### src/rtl/unidade_de_busca.sv
// Instruction fetch stage: PC, memory address, IF/ID register.
// Handles decoder back-pressure, redirects with flush, and end of program.
module unidade_de_busca #(
  parameter logic [31:0] ENDERECO_INICIAL = 32'h0000_0000,
  parameter int          PASSO            = 4
) (
  input  logic        clock,
  input  logic        reset_n,
  output logic [31:0] EnderecoDeLeitura,
  input  logic [31:0] Instrucao,
  input  logic        arquivoFinalDele,
  input  logic        DesvioTomado,
  input  logic [31:0] EnderecoDesvio,
  input  logic        Pronto,
  output logic        Valido,
  output logic [31:0] InstrucaoSaida,
  output logic [31:0] PCSaida,
  output logic        Fim,
  output logic        ErroAlinhamento,
  output logic [31:0] ContadorBuscas
);

  typedef enum logic {BUSCANDO, FIM} estado_t;

  estado_t     estado;
  estado_t     proxEstado;
  logic [31:0] pc;
  logic [31:0] proxPc;
  logic        proxValido;
  logic [31:0] proxInstrucao;
  logic [31:0] proxPcSaida;
  logic        proxFim;
  logic        proxErro;
  logic [31:0] proxContador;

  logic aceita;
  logic livre;
  logic fimDetectado;

  assign EnderecoDeLeitura = pc;
  assign aceita       = Pronto & Valido;
  assign livre        = ~Valido | Pronto;
  assign fimDetectado = arquivoFinalDele | (Instrucao == 32'h0);

  always_ff @(posedge clock or negedge reset_n) begin
    if (!reset_n) begin
      estado          <= BUSCANDO;
      pc              <= ENDERECO_INICIAL;
      Valido          <= 1'b0;
      InstrucaoSaida  <= '0;
      PCSaida         <= '0;
      Fim             <= 1'b0;
      ErroAlinhamento <= 1'b0;
      ContadorBuscas  <= '0;
    end else begin
      estado          <= proxEstado;
      pc              <= proxPc;
      Valido          <= proxValido;
      InstrucaoSaida  <= proxInstrucao;
      PCSaida         <= proxPcSaida;
      Fim             <= proxFim;
      ErroAlinhamento <= proxErro;
      ContadorBuscas  <= proxContador;
    end
  end

  always_comb begin
    proxEstado    = estado;
    proxPc        = pc;
    proxValido    = Valido;
    proxInstrucao = InstrucaoSaida;
    proxPcSaida   = PCSaida;
    proxFim       = Fim;
    proxErro      = 1'b0;
    proxContador  = ContadorBuscas;
    if (DesvioTomado) begin
      // Flush wins over everything; a word accepted this cycle still counts as consumed.
      proxPc     = {EnderecoDesvio[31:2], 2'b00};
      proxValido = 1'b0;
      proxFim    = 1'b0;
      proxEstado = BUSCANDO;
      proxErro   = |EnderecoDesvio[1:0];
    end else if (estado == FIM) begin
      if (aceita) proxValido = 1'b0;
    end else if (livre && fimDetectado) begin
      proxValido = 1'b0;
      proxFim    = 1'b1;
      proxEstado = FIM;
    end else if (livre) begin
      proxInstrucao = Instrucao;
      proxPcSaida   = pc;
      proxValido    = 1'b1;
      proxPc        = pc + 32'(PASSO);
      proxContador  = ContadorBuscas + 32'd1;
    end
  end

endmodule
### config.mk
export PLATFORM = sky130hd
export DESIGN_NAME = unidade_de_busca
export DESIGN_NICKNAME = d
export VERILOG_FILES = /design/src/rtl/unidade_de_busca.sv
export SDC_FILE = /design/constraint.sdc
export NUM_CORES = 1
export LEC_CHECK = 0
export BUFFER_PORTS_ARGS = -buffer_cell sky130_fd_sc_hd__buf_2
export CELL_PAD_IN_SITES_DETAIL_PLACEMENT = 0
export CELL_PAD_IN_SITES_GLOBAL_PLACEMENT = 1
export CORE_MARGIN = 2
export CORE_UTILIZATION = 39
export CTS_CLUSTER_DIAMETER = 100
export DETAILED_ROUTE_END_ITERATION = 7
export PLACE_DENSITY_LB_ADDON = 0.12
export SYNTH_ARGS = -nofsm -noshare
export SYNTH_HDL_FRONTEND = slang
export SYNTH_SLANG_ARGS = --single-unit
### constraint.sdc
create_clock -name clock -period 5.1 [get_ports clock]
set_clock_uncertainty 0.05 [all_clocks]
set_input_delay 0.765 -clock clock [delete_from_list [all_inputs] [get_ports clock]]
set_output_delay 0.765 -clock clock [all_outputs]
set_load 0.05 [all_outputs]
==> results by group <==
Synth
  • YS warnings: 0
  • Post-Synth XOR/XNOR Area: 0.0726
  • Post-Syn Area: 0.00591 mm^2
  • FFs w/ async S/R, synth: 1.00
  • Dominant register cell in the synthesized netlist: dfrtp_1
  • Sequential element share of the synthesized area: 0.542
  • Compound-Gate Fraction of Synth Area: 0.0743
  • Largest family of logic cells by synthesized area: simple AND/OR/NAND/NOR gates
  • Avg Cell Area, Syn: 9.31 um^2
  • Synthesized-area fraction occupied by and/or/nand/nor cells: 0.263
  • Syn Inst Count: 635
  • Distinct cells, synth: 48
  • Mux share of post-synthesis cell area: 0.0110
  • Number of flops mapped to enable cells by yosys: 0
  • Adder-cell share of the synthesized area: 0.00423
  • #FFs+latches synth: 128

Timing
  • F_max: 337 MHz
  • Setup TNS Final: 0 ns
  • Min Tclk post-route: 2.96 ns
  • RSZ-0062 raised after global routing: false
  • Period utilisation layout: 0.581
  • Slew @ Worst Pin: 0.853 ns
  • Relative slew slack: 0.432
  • Final Slew Violations: 0
  • Hold Fails Final Rpt: 0
  • Final setup viols: 0

Clocking
  • Hold-fix buffers at CTS: 0
  • Post-cts resize count: 0
  • Root Buffer: clkbuf_16
  • CTS Sinks: 128
  • Clock H-tree levels: 4
  • Worst-Skew Late Latency: 0.41 ns
  • Post-CTS setup buffers: 0
  • Max Buffers Root-to-Sink: 2
  • CTS clock-pin slew for the worst setup and hold paths: 0.06 ns
  • CTS tree: done
  • TritonCTS buffer count: 17

GRT
  • Initial antenna violation count: 0
  • Largest net degree at the start of global routing: 92
  • Vias in the first global route: 5062
  • All-Layer GR Usage: 0.210
  • Global-route wire length before repair: 26.7 mm
  • Overflow left after global routing: 0

Route
  • Antenna-violating nets left: 0
  • Drc violations: 0
  • WL per Instance: 16.1 um
  • Routed WL: 16.5 mm
  • Via density: 5.10
  • Vias post-DR: 5227
  • Initial DRC Count: 441
  • Drt pass-1 iters: 4

Floorplanning
  • Die Area: 0.0162 mm^2
  • I/O pin cnt: 200
  • FP Rows: 45
  • Die width: 127 um
  • Starting Density: 0.393
  • Chip height: 127 um
  • CORE AREA: 0.0150 mm^2

Setup path
  • Critical Path RT: 5.34 ns
  • Setup CP Type: in2reg
  • Critical path launch point type: input pin
  • Critical Path AT: 3.21 ns
  • Worst Setup End Kind: register
  • Worst Path Max Fanout: 48

Power
  • Static leakage: 3.93 nW
  • Overall power: 0.00363 W
  • Max VDD drop: 0.245 mV
  • Pwr/cell area: 469 mW/mm^2

Place
  • DP Wirelength: 11.7 mm
  • Buffers on Ports: 195
  • Post-place instance area: 0.00706 mm^2
  • RD Place Congestion: 0.819

Cells and area
  • Layout net count: 895
  • Share of cells above drive strength 1: 0.290
  • Area Overhead vs Synth: 30.9%
  • Fillers: 1437
  • Diodes inserted: 0
  • Final instance area: 0.00774 mm^2

Job
  • Max cap viols: 0

Hold path
  • Hold Crit Class: in2async

Status
  • Status: finished, final reports clean
kinds of logic after synthesis:
group | count (synthesis)
AND/OR/NAND/NOR | 340
flip-flops | 128
AO/OA/AOI/OAI | 64
XOR/XNOR | 49
buffers and inverters | 45
multiplexers | 6
adder cells (fa/ha/maj) | 2
other | 1
synthesized netlist by cell type (all sizes together) (8+ instances only):
| cell | count | area, um^2 |
|---|---|---|
| nand2 | 216 | 811 |
| dfrtp | 128 | 3200 |
| xnor2 | 36 | 315 |
| clkbuf | 28 | 105 |
| o21ai | 26 | 130 |
| nand4 | 22 | 138 |
| nor2 | 19 | 71.3 |
| nand3 | 18 | 90.1 |
| and3 | 14 | 87.6 |
| xor2 | 13 | 114 |
| nor3 | 11 | 55.1 |
| inv | 10 | 37.5 |
| nor4 | 10 | 62.6 |
| o2111ai | 8 | 76.3 |
power by group:
| part | switching [W] | internal [W] |
|---|---|---|
| clock network | 0.000446 | 0.000957 |
| logic | 0.000736 | 0.000207 |
| registers | 0.000126 | 0.00116 |
| total | 0.00131 | 0.00232 |
area by class of cell:
class / count / area, um^2 / share of cell area
clock buffer: 23 / 478 / 0.0617
multi-input combinational: 465 / 2550 / 0.330
sequential: 128 / 3200 / 0.414
clock inverter: 9 / 201 / 0.0260
inverter: 10 / 37.5 / 0.00485
tap: 188 / 235 / 0.0304
timing repair buffer: 202 / 1030 / 0.134
state kept, by name, indices dropped and copies added, names as in the netlist:
register and cells:
ContadorBuscas 32, InstrucaoSaida 32, EnderecoDeLeitura 30, PCSaida 30, ErroAlinhamento 1, Fim 1, Valido 1, estado 1
worst max-delay path: stages:
cell     delay (ns)
buf_2          0.34
nor3_1         0.68
o21ai_4        0.29
buf_4          0.30
or4b_2         0.66
xnor2_1        0.15
path summary, 6_finish.rpt:
check | start | to | slack, ns | cells past startpoint
max in group asynchronous | reset_n | Valido | 3.59 | 2
max | DesvioTomado | ContadorBuscas[30] | 2.14 | 6
min | reset_n | ContadorBuscas[13] | 0.37 | 1
min reg2reg | InstrucaoSaida[28] | InstrucaoSaida[28] | 0.42 | 2
min in group clock | InstrucaoSaida[28] | InstrucaoSaida[28] | 0.42 | 2
max reg2reg | estado | ContadorBuscas[30] | 2.21 | 6
routing by layer:
layer / share of wire / global-route usage / up-vias
met5: 0 / 0 / -
met4: 0.014 / 0.0743 / 0
met3: 0.049 / 0.0431 / 18
met2: 0.46 / 0.323 / 165
met1: 0.47 / 0.297 / 2509
li1: - / - / 2535
layout by cell type (no fill, tap or decap), types with 9 or more instances in the layout:
| cell | Yosys | layout |
|---|---|---|
| nand3_1 | 18 | 18 |
| nor4_1 | 10 | 10 |
| dfrtp_1 | 128 | 128 |
| nor2_1 | 19 | 19 |
| xor2_1 | 13 | 13 |
| inv_1 | 9 | 9 |
| o21ai_0 | 22 | 22 |
| nand4_1 | 22 | 22 |
| buf_2 | 0 | 194 |
| nand2_1 | 216 | 216 |
| and3_1 | 14 | 14 |
| clkbuf_16 | 0 | 17 |
| nor3_1 | 11 | 11 |
| xnor2_1 | 36 | 36 |
metrics by stage:
stage / instances / setup slack (ns) / util / hold slack [ns]
2_1_floorplan: 638 / 2.35 / - / 0.395
3_3_place_gp: 993 / 1.84 / 0.470 / 0.400
3_5_place_dp: 993 / 1.68 / 0.470 / 0.408
4_1_cts: 1025 / 2.15 / 0.515 / 0.412
5_1_grt: 1025 / 1.96 / 0.515 / 0.442
6_report: 1025 / 2.14 / 0.515 / 0.371
Note: power is estimated with default switching activity, not from simulation.
